## config.mk

```make
export PLATFORM = sky130hd
export DESIGN_NAME = mem_access_unit
export DESIGN_NICKNAME = d
export VERILOG_FILES = /design/src/rtl/mem_access_unit_pkg.sv /design/src/rtl/mem_access_unit_lane_align.sv /design/src/rtl/mem_access_unit.sv
export SDC_FILE = /design/constraint.sdc
export NUM_CORES = 1
export LEC_CHECK = 0
export ABC_CLOCK_PERIOD_IN_PS = 4800
export CORE_ASPECT_RATIO = 0.5
export CORE_UTILIZATION = 45
export CTS_CLUSTER_SIZE = 28
export DETAILED_ROUTE_END_ITERATION = 10
export PLACE_DENSITY_LB_ADDON = 0.2
export SETUP_SLACK_MARGIN = 0.15
export SYNTH_ARGS = -nofsm -noshare
export SYNTH_HDL_FRONTEND = slang
export SYNTH_SLANG_ARGS = --single-unit
```

## constraint.sdc

```tcl
create_clock -name clk -period 4.8 [get_ports clk]
set_clock_uncertainty 0.05 [all_clocks]
set_input_delay 0.48 -clock clk [delete_from_list [all_inputs] [get_ports clk]]
set_output_delay 0.48 -clock clk [all_outputs]
set_load 0.05 [all_outputs]
```

## src/rtl/mem_access_unit_pkg.sv

```systemverilog
// Shared constants for the MEM-stage access unit: instruction classes, access size codes,
// FSM states and small decode helpers used by the top and the lane aligner.
package mem_access_unit_pkg;

  localparam logic [3:0] IR_LOAD  = 4'h3;
  localparam logic [3:0] IR_STORE = 4'h4;

  localparam logic [2:0] F3_B  = 3'b000;
  localparam logic [2:0] F3_H  = 3'b001;
  localparam logic [2:0] F3_W  = 3'b010;
  localparam logic [2:0] F3_BU = 3'b100;
  localparam logic [2:0] F3_HU = 3'b101;

  typedef enum logic [1:0] {
    ST_IDLE = 2'd0,
    ST_BUSY = 2'd1,
    ST_DONE = 2'd2
  } state_t;

  function automatic logic f3_legal(input logic [2:0] f3);
    logic ok;
    case (f3)
      F3_B, F3_H, F3_W, F3_BU, F3_HU: ok = 1'b1;
      default:                        ok = 1'b0;
    endcase
    return ok;
  endfunction

  // Byte accesses are always aligned; halves need addr[0]=0, words addr[1:0]=0.
  function automatic logic f3_aligned(input logic [2:0] f3, input logic [1:0] off);
    logic ok;
    case (f3)
      F3_H, F3_HU: ok = ~off[0];
      F3_W:        ok = (off == 2'b00);
      default:     ok = 1'b1;
    endcase
    return ok;
  endfunction

endpackage

```

## src/rtl/mem_access_unit_lane_align.sv

```systemverilog
// Combinational byte-lane logic: store byte enables / replicated write data, and
// load lane extraction with sign or zero extension. Kept separate for reuse by a cache.
module mem_lane_align
  import mem_access_unit_pkg::*;
(
  input  logic [2:0]  funct3,
  input  logic [1:0]  offset,
  input  logic [31:0] wdata_in,
  input  logic [31:0] rdata,
  output logic [3:0]  be,
  output logic [31:0] wdata_out,
  output logic [31:0] load_data
);

  logic [7:0]  byte_val;
  logic [15:0] half_val;

  assign byte_val = rdata[{offset, 3'b000} +: 8];
  assign half_val = rdata[{offset[1], 4'b0000} +: 16];

  always_comb begin
    be        = 4'b0000;
    wdata_out = 32'h0;
    load_data = 32'h0;
    case (funct3)
      F3_B, F3_BU: begin
        be        = 4'b0001 << offset;
        wdata_out = {4{wdata_in[7:0]}};
        load_data = funct3[2] ? {24'h0, byte_val} : {{24{byte_val[7]}}, byte_val};
      end
      F3_H, F3_HU: begin
        be        = offset[1] ? 4'b1100 : 4'b0011;
        wdata_out = {2{wdata_in[15:0]}};
        load_data = funct3[2] ? {16'h0, half_val} : {{16{half_val[15]}}, half_val};
      end
      F3_W: begin
        be        = 4'b1111;
        wdata_out = wdata_in;
        load_data = rdata;
      end
      default: ;
    endcase
  end

endmodule

```

## src/rtl/mem_access_unit.sv

```systemverilog
// MEM-stage load/store unit: turns the EX/MEM load/store into one req/ack bus transaction,
// holds the pipeline interlock while it is in flight, and returns extended load data.
module mem_access_unit
  import mem_access_unit_pkg::*;
#(
  parameter int TIMEOUT_CYCLES = 16
) (
  input  logic        clk,
  input  logic        rst_n,
  input  logic [3:0]  ir_type_in,
  input  logic [2:0]  funct3_in,
  input  logic [31:0] addr_in,
  input  logic [31:0] wdata_in,
  input  logic        flush_in,
  output logic        interlock,
  output logic        mem_req,
  output logic        mem_we,
  output logic [31:0] mem_addr,
  output logic [3:0]  mem_be,
  output logic [31:0] mem_wdata,
  input  logic [31:0] mem_rdata,
  input  logic        mem_ack,
  output logic [31:0] load_data,
  output logic        load_valid,
  output logic        misaligned,
  output logic        access_fault
);

  localparam int CNT_W = (TIMEOUT_CYCLES > 1) ? $clog2(TIMEOUT_CYCLES) : 1;
  localparam logic [CNT_W-1:0] TERMINAL = CNT_W'(TIMEOUT_CYCLES - 1);

  state_t state_q, state_d;

  logic [CNT_W-1:0] cnt_q;
  logic [31:2]      addr_q;
  logic [1:0]       off_q;
  logic [2:0]       f3_q;
  logic             we_q;
  logic [3:0]       be_q;
  logic [31:0]      wdata_q;
  logic             timeout_q;
  logic [31:0]      load_data_q;

  logic        mem_op;
  logic        legal;
  logic        aligned;
  logic        access_start;
  logic [2:0]  sel_f3;
  logic [1:0]  sel_off;
  logic [3:0]  lane_be;
  logic [31:0] lane_wdata;
  logic [31:0] lane_load;

  assign mem_op       = ((ir_type_in == IR_LOAD) || (ir_type_in == IR_STORE)) && !flush_in;
  assign legal        = f3_legal(funct3_in);
  assign aligned      = f3_aligned(funct3_in, addr_in[1:0]);
  assign access_start = mem_op && legal && aligned;

  // In BUSY the lane logic works from the registered request so load extraction
  // uses the size/offset of the access in flight, not whatever EX/MEM shows.
  assign sel_f3  = (state_q == ST_BUSY) ? f3_q  : funct3_in;
  assign sel_off = (state_q == ST_BUSY) ? off_q : addr_in[1:0];

  mem_lane_align u_lane (
    .funct3    (sel_f3),
    .offset    (sel_off),
    .wdata_in  (wdata_in),
    .rdata     (mem_rdata),
    .be        (lane_be),
    .wdata_out (lane_wdata),
    .load_data (lane_load)
  );

  always_ff @(posedge clk or negedge rst_n) begin
    if (!rst_n) begin
      state_q     <= ST_IDLE;
      cnt_q       <= '0;
      addr_q      <= '0;
      off_q       <= 2'b00;
      f3_q        <= 3'b000;
      we_q        <= 1'b0;
      be_q        <= 4'b0000;
      wdata_q     <= 32'h0;
      timeout_q   <= 1'b0;
      load_data_q <= 32'h0;
    end else begin
      state_q <= state_d;
      case (state_q)
        ST_IDLE: begin
          if (access_start) begin
            addr_q    <= addr_in[31:2];
            off_q     <= addr_in[1:0];
            f3_q      <= funct3_in;
            we_q      <= (ir_type_in == IR_STORE);
            be_q      <= lane_be;
            wdata_q   <= lane_wdata;
            cnt_q     <= '0;
            timeout_q <= 1'b0;
          end
        end
        ST_BUSY: begin
          // An ack on the terminal count still counts as success.
          if (mem_ack) begin
            if (!we_q) load_data_q <= lane_load;
          end else if (cnt_q == TERMINAL) begin
            timeout_q <= 1'b1;
          end else begin
            cnt_q <= cnt_q + 1'b1;
          end
        end
        default: ;
      endcase
    end
  end

  // IDLE outputs are gated by rst_n so a held load cannot raise interlock during reset.
  always_comb begin
    state_d      = state_q;
    interlock    = 1'b0;
    mem_req      = 1'b0;
    misaligned   = 1'b0;
    access_fault = 1'b0;
    load_valid   = 1'b0;
    case (state_q)
      ST_IDLE: begin
        if (rst_n && mem_op) begin
          if (!legal) begin
            access_fault = 1'b1;
          end else if (!aligned) begin
            misaligned = 1'b1;
          end else begin
            interlock = 1'b1;
            state_d   = ST_BUSY;
          end
        end
      end
      ST_BUSY: begin
        mem_req   = 1'b1;
        interlock = 1'b1;
        if (mem_ack || (cnt_q == TERMINAL)) state_d = ST_DONE;
      end
      ST_DONE: begin
        access_fault = timeout_q;
        load_valid   = !timeout_q && !we_q;
        state_d      = ST_IDLE;
      end
      default: state_d = ST_IDLE;
    endcase
  end

  assign mem_we    = mem_req && we_q;
  assign mem_addr  = mem_req ? {addr_q, 2'b00} : 32'h0;
  assign mem_be    = mem_req ? be_q : 4'b0000;
  assign mem_wdata = mem_req ? wdata_q : 32'h0;
  assign load_data = load_data_q;

endmodule

```

==> flow_summary.yaml, run 1 <==
outcome:
  outcome: "finished, final reports clean"
synth:
  synthSimpleGateAreaFrac: 0.250
  synth_top_family_by_area: "simple AND/OR/NAND/NOR gates"
  synth_area_leaders: "dfrtp_1, nand2_1, and2_1"
  synth_top_area_share: 0.483
  synthAdderAreaFrac: 0.00217
  yosys_register_bits: 111
  synth_compound_area_frac: 0.190
  synth_area_um2: 5760
  avgSynthCellArea_um2: 8.84
  ys.flop_type: "dfrtp_1"
  async_flop_share: 1.00
  synth_edf_count: 0
  muxShareOfSynthArea: 0.0311
  yosysWarnings: 0
  synthDistinctLibCells: 54
  synth_top_cell_by_area: "dfrtp_1"
  synth_seq_area_share: 0.483
  synthXorXnorAreaFrac: 0.00304
  synthCells: 651
critical_path:
  crit_chain: "nand2b_1 -> inv_2 -> o21ai_0 -> a22o_1 -> a222oi_1 -> a21oi_1"
  r2r_cells: 6
  worstSetupStartpointType: "flip-flop"
  cp.required_ns: 4.98
  crit_path_end_kind: "flip-flop"
  r2r-end: "load_data[8]"
  worstPathMaxFanout: 80
  rrSetupSlack_ns: 0.88
  slowest_stage: "inv_2"
  r2r-start: "state_q[0]"
  slowest_delay_ns: 0.92
  crit_type: "flip-flop to flip-flop"
  worstPathArrival_ns: 4.10
clock_tree:
  postCtsHoldBufs: 0
  cts_buffers: 9
  htreeDepth: 3
  post_cts_buffers: 0
  cts_root_buf: "clkbuf_16"
  clkSlewWorstSetupHoldPaths_ns: 0.08
  cts_max_path_buffers: 2
  clkSinkCount: 111
  clock_latency_ns: 0.35
  cts_resized: 0
  cts_tree: "built"
finish:
  fillCellCount: 993
  fin_util: 0.678
  layout_commonest_cell: "clkdlybuf4s50_1"
  regArea_um2: 2780
  syn2layout_area_growth_pct: 42.8
  nets: 942
  diodes: 0
  multiInputGateArea_um2: 2760
  drive_gt1_frac: 0.0489
  layout_common_cells: "clkdlybuf4s50_1, nand2_1, dfrtp_1"
route:
  antenna_left: 0
  routed_via_density: 5.58
  drt_iter0_drc: 440
  routedWlPerCell_um: 17.7
  routed-via-count: 5607
  dr.pass1.iters: 6
  remaining_drc_errors: 0
  routed_wl_mm: 17.7
place:
  dpl.hpwl_mm: 12.5
  portBuffers: 210
  gp_congestion: 0.861
floorplanning:
  dieWidth_um: 162
  initial_core_util: 0.475
  dieArea_um2: 13300
  placementRows: 28
  die_h_um: 82.0
  ios: 213
  core_um2: 12100
timing:
  worst_slew_pin_slew_ns: 1.31
  maxSlewViolCount: 0
  setup_viol: 0
  maxSlewHeadroom: 0.118
  rsz0062_at_grt: "no"
  max_freq_mhz: 255
  fin_setup_tns_ns: 0
  fin_crit_sh: 0.818
  finalHoldViolCount: 0
  min_period_ns: 3.92
global_routing:
  antenna_found_initial: 0
  grt_usage: 0.267
  overflow: 0
  grt_pass1_vias: 5245
  grt_first_pass_wirelength_mm: 27.5
  grt_max_degree: 81
power_and_ir_drop:
  total_leakage_power_nw: 3.58
  powerDensity_nw_per_um2: 356
  peakVddDrop_uv: 274
  power_mw: 2.92
run:
  drv_cap: 0
worst_hold_path:
  min_path_type: "primary input to async pin"
## stage by stage
step	instance area, um2	instances	hold slack [ns]	setup slack (ns)
final	8220	1004	0.120	0.876
after global routing	8220	1004	0.184	0.535
after CTS	8220	1004	0.154	0.917
after detailed placement	7940	988	0.404	0.955
after global placement	7940	988	0.399	1.12
after floorplan	5760	652	0.134	1.99
## synthesized netlist by cell type, drive strengths merged, types with 2 or more instances
cell type and instances:
nand2 151, dfrtp 111, and2 70, nor2 66, a21oi 36, clkbuf 33
a221oi 16, a22oi 16, buf 16, o21ai 16, o22ai 16, a22o 13
mux2i 13, a222oi 8, o221ai 8, inv 5, mux2 4, o211ai 4
a211oi 3, nand2b 3, nand3 3, a211o 2, a21o 2, a31oi 2
and3b 2, nand4 2, nand4bb 2, nor3 2, nor3b 2, nor4bb 2
o21a 2, o21bai 2, o31ai 2, or4b 2, xor2 2
## power breakdown
group          switching, mW  total (mW)  internal (mW)
clock network          0.360       0.718          0.358
logic                  0.549       0.908          0.359
registers              0.134        1.30           1.16
## cell families after synthesis
| family | Yosys count |
|---|---|
| DFF | 111 |
| and+or+nand+nor | 312 |
| muxes | 17 |
| buffers and inverters | 54 |
| adders and majority gates | 1 |
| xor gates and xnor gates | 2 |
| AOI/OAI and AO/OA | 153 |
| other | 1 |
## state kept, by name, summed over array words and instances (netlist names)
register   cells
load_data     32
wdata_q       32
addr_q        30
be_q           4
cnt_q          4
f3_q           3
off_q          2
state_q        2
timeout_q      1
we_q           1
## final cells by class
cell class | count | share of cell area
flip-flops and latches | 111 | 0.338
well taps | 165 | 0.0251
multi-input cells | 487 | 0.336
clock buffers | 9 | 0.0274
clock inverters | 7 | 0.00654
repair buffers | 220 | 0.265
inverters | 5 | 0.00228
## how the worst max path moves through the flow
| stage | from | end | slack (ns) |
|---|---|---|---|
| after floorplan | state_q[0] | load_valid | 1.99 |
| after global placement | state_q[0] | load_data[10] | 1.12 |
| after detailed placement | state_q[0] | load_data[8] | 0.96 |
| after CTS | state_q[0] | mem_addr[23] | 0.92 |
| after global routing | state_q[0] | load_data[8] | 0.53 |
| final | state_q[0] | load_data[8] | 0.88 |
## per-layer routing
layer  up-vias  part of all wire  global-route usage
li1       2618                 -                   -
met1      2674              0.44               0.371
met2       290              0.44               0.414
met3        25             0.094              0.0712
met4         0             0.018              0.0717
met5         -                 0                   0
## worst max-delay path, delay by kind of cell, from the launching register on
family	cells	cell delay (ns)
flops	1	0.61
buf+inv	1	0.92
simple gates	1	0.37
compound gates	4	1.83
(Power assumes the default switching activity.)
==> run 2, diff against run 1 <==
- ABC_CLOCK_PERIOD_IN_PS: 4800 -> 3600
- CORE_UTILIZATION: 45 -> 41
- clock period: 4.8 -> 3.6 ns (I/O delays scaled with it)
==> flow_summary.yaml, run 2 (synthesis results as in run 1) <==
floorplanning:
  dieArea_um2: 14500
  dieWidth_um: 170
  ios: 213
  initial_core_util: 0.422
  core_um2: 13600
  placementRows: 30
  die_h_um: 85.8
place:
  gp_congestion: 0.862
  dp.cells: 1022
  portBuffers: 210
  dpl.hpwl_mm: 12.8
critical_path:
  r2r-start: "state_q[0]"
  crit_type: "flip-flop to primary output"
  crit_path_end_kind: "primary output"
  worstSetupStartpointType: "flip-flop"
  cp.required_ns: 3.19
  r2r_cells: 8
  worstPathArrival_ns: 2.82
  worstPathMaxFanout: 24
  r2r-end: "wdata_q[12]"
  rrSetupSlack_ns: 0.67
timing:
  maxSlewViolCount: 0
  fin_crit_sh: 0.899
  rsz0062_at_grt: "no"
  min_period_ns: 3.23
  maxSlewHeadroom: 0.456
  holdWs_ns: 0.108
  setup_viol: 0
  fin_setup_tns_ns: 0
  worst_slew_pin_slew_ns: 0.816
  finalHoldViolCount: 0
  max_freq_mhz: 309
finish:
  layout_common_cells: "clkdlybuf4s50_1, nand2_1, dfrtp_1"
  syn2layout_area_growth_pct: 44.5
  diodes: 0
  multiInputGateArea_um2: 2760
  regArea_um2: 2780
  nets: 949
  fillCellCount: 1210
  layout_commonest_cell: "clkdlybuf4s50_1"
  drive_gt1_frac: 0.0626
  fin_cells: 1038
clock_tree:
  cts_root_buf: "clkbuf_16"
  postCtsHoldBufs: 0
  htreeDepth: 3
  clkSlewWorstSetupHoldPaths_ns: 0.08
  post_cts_buffers: 0
  cts_tree: "built"
  clock_latency_ns: 0.34
  cts_buffers: 9
  clkSinkCount: 111
  cts_max_path_buffers: 2
  cts_resized: 0
global_routing:
  top_usage_layer: "met2"
  globalRouteMet1Util: 0.345
  grt_first_pass_wirelength_mm: 28.4
  grt_pass1_vias: 5352
  antenna_found_initial: 0
  use_met2: 0.385
  grt_usage: 0.251
  grt_max_degree: 64
  overflow: 0
  met3_usage: 0.0784
power_and_ir_drop:
  total_leakage_power_nw: 3.63
  peakVddDrop_uv: 410
  powerDensity_nw_per_um2: 469
route:
  antenna_left: 0
  drt_iter0_drc: 452
  remaining_drc_errors: 0
  routed-via-count: 5476
  routed_via_density: 5.28
  routed_wl_mm: 17.6
  routedWlPerCell_um: 17.0
  dr.pass1.iters: 6
outcome:
  outcome: "finished, final reports clean"
run:
  drv_cap: 0
worst_hold_path:
  min_path_type: "primary input to async pin"
-- run 2: cell count changes in the layout (fill, tap and decap cells not counted) --
| cell | previous run | this run |
|---|---|---|
| clkinvlp_4 | 2 | 3 |
| clkinv_2 | 2 | 0 |
| buf_4 | 11 | 22 |
| clkdlybuf4s50_1 | 209 | 203 |
| clkbuf_1 | 0 | 1 |
| buf_12 | 0 | 2 |
-- run 2: critical path, stage by stage (launching register included) --
cell and delay (ns):
dfrtp_1 0.62, nand2b_1 0.35, inv_2 0.25, buf_4 0.27, and2_1 0.17, clkdlybuf4s50_1 0.80
-- run 2: layout make-up --
| type | count | share of cell area |
|---|---|---|
| timing repair buffer | 227 | 0.269 |
| inverter | 5 | 0.00226 |
| tap | 192 | 0.0289 |
| multi-input combinational | 487 | 0.332 |
| clock buffer | 10 | 0.0275 |
| sequential | 111 | 0.334 |
| clock inverter | 6 | 0.00617 |
-- run 2: worst max path at each step --
stage / start / end / slack (ns) / cells after the start
5_1_grt: state_q[0] / mem_addr[9] / 0.16 / 5
6_report: state_q[0] / mem_addr[9] / 0.37 / 5
3_5_place_dp: addr_in[0] / interlock / 0.60 / 7
2_1_floorplan: state_q[0] / load_valid / 0.91 / 2
4_1_cts: state_q[0] / mem_addr[17] / 0.35 / 5
3_3_place_gp: funct3_in[0] / interlock / 0.61 / 7
-- run 2: per-stage QoR --
stage	instance area [um2]	utilization	power, mW	worst slack (ns)
floorplan	5760	-	2.46	0.910
global placement	8040	0.590	2.93	0.605
detailed placement	8040	0.590	2.96	0.599
CTS	8320	0.610	3.93	0.350
global route	8320	0.610	4.13	0.160
finish	8320	0.610	3.90	0.365
-- run 2: layer usage --
layer | up-vias | routed length, um
met3 | 18 | 1610
li1 | 2641 | -
met4 | 0 | 225
met5 | - | 0
met1 | 2602 | 8010
met2 | 215 | 7760
-- run 2: power by group --
group / switching (mW) / total [mW] / leakage, nW / internal (mW)
Clock: 0.480 / 0.961 / 0.128 / 0.481
Combinational: 0.733 / 1.22 / 2.09 / 0.485
Sequential: 0.172 / 1.72 / 1.41 / 1.55
==> run 3, diff against run 2 <==
- PLACE_DENSITY_LB_ADDON: 0.2 -> 0.12
==> flow_summary.yaml, run 3 (synthesis results as in run 1) <==
critical_path:
  crit_chain: "clkdlybuf4s50_1 -> nor4_1 -> nor2_1 -> nor2_1 -> a21oi_1 -> nor2_1 -> clkdlybuf4s50_1"
  worst-path-stages: 7
  worst-path-buf-inv: 2
  cp.required_ns: 3.19
  crit_type: "primary input to primary output"
  worstPathArrival_ns: 2.68
  worstPathMaxFanout: 9
  r2r_cells: 7
  cp_top_family: "buffers and inverters"
  slowest_delay_ns: 0.81
  cpMostUsedCell: "nor2_1"
  slowest_stage: "clkdlybuf4s50_1"
  worstSetupStartpointType: "primary input"
  crit_path_end_kind: "primary output"
outcome:
  outcome: "finished, final reports clean"
place:
  pre_cts_ws_ns: 0.525
  dpl.hpwl_mm: 13.2
  portBuffers: 210
  gp_congestion: 0.884
  placed_area_um2: 8090
  dp.cells: 1027
global_routing:
  met3_usage: 0.0688
  grt_first_pass_wirelength_mm: 28.6
  top_usage_layer: "met2"
  overflow: 0
  antenna_found_initial: 0
  grt_usage: 0.253
  use_met2: 0.386
  grt_pass1_vias: 5377
  grt_max_degree: 72
  globalRouteMet1Util: 0.358
floorplanning:
  initial_core_util: 0.422
  dieWidth_um: 170
  placementRows: 30
  dieArea_um2: 14500
  die_h_um: 85.8
  core_um2: 13600
  ios: 213
clock_tree:
  post_cts_buffers: 0
  cts_root_buf: "clkbuf_16"
  postCtsHoldBufs: 0
  cts_buffers: 9
  cts_tree: "built"
  clkSinkCount: 111
  clkSlewWorstSetupHoldPaths_ns: 0.08
  cts_max_path_buffers: 2
  clock_latency_ns: 0.34
  cts_resized: 0
  htreeDepth: 3
timing:
  maxSlewHeadroom: 0.362
  finalWorstSetupSlack_ns: 0.505
  fin_crit_sh: 0.860
  setup_viol: 0
  holdWs_ns: 0.0905
  finalHoldViolCount: 0
  maxSlewViolCount: 0
  max_freq_mhz: 323
  worst_slew_pin_slew_ns: 0.955
  rsz0062_at_grt: "no"
  fin_setup_tns_ns: 0
  min_period_ns: 3.09
route:
  dr.pass1.iters: 8
  routed-via-count: 5697
  routedWlPerCell_um: 17.6
  drt_iter0_drc: 596
  routed_wl_mm: 18.3
  antenna_left: 0
  remaining_drc_errors: 0
  routed_via_density: 5.46
finish:
  fillCellCount: 1231
  multiInputGateArea_um2: 2770
  layout_commonest_cell: "clkdlybuf4s50_1"
  fin_cells: 1043
  drive_gt1_frac: 0.0670
  design_area_um2: 8400
  regArea_um2: 2780
  layout_common_cells: "clkdlybuf4s50_1, nand2_1, dfrtp_1"
  diodes: 0
  nets: 954
  syn2layout_area_growth_pct: 46.0
  fin_util: 0.617
power_and_ir_drop:
  power_mw: 4.01
  total_leakage_power_nw: 3.68
  peakVddDrop_uv: 372
  powerDensity_nw_per_um2: 477
run:
  drv_cap: 0
worst_hold_path:
  min_path_type: "primary input to async pin"
## run 3: cell count changes in the layout (fill, tap and decap cells not counted), sizes merged
cell,delta
buf,+2
clkinv,+2
bufinv,+1
clkinvlp,-3
clkdlybuf4s50,+3
## run 3: layer usage
layer  share of wire  wire length [um]  vias up
met5               0                 0        -
met1            0.46              8410     2724
met3           0.091              1670       21
met2            0.44              7970      305
li1                -                 -     2647
met4           0.015               270        0
## run 3: worst paths after layout
kind,from,endpoint,slack [ns]
max in group asynchronous,rst_n,addr_q[19],2.06
setup / recovery,addr_in[0],interlock,0.51
hold / removal,rst_n,wdata_q[21],0.09
min in group clk,rst_n,state_q[0],0.38
hold reg to reg,addr_q[3],addr_q[3],0.42
setup reg to reg,state_q[1],load_data[7],0.90
## run 3: final cells by class
class                           instances  area share
Timing Repair Buffer                  232       0.272
Clock inverter                          6     0.00894
Sequential cell                       111       0.331
Tap cell                              192      0.0286
Multi-Input combinational cell        487       0.329
Inverter                                5     0.00223
Clock buffer                           10      0.0284
## run 3: where the power goes
part           internal [mW]  total (mW)  leakage (nW)  switching [mW]
logic                  0.487        1.22          2.11           0.733
registers               1.55        1.73          1.41           0.177
clock network          0.572        1.06         0.157           0.489
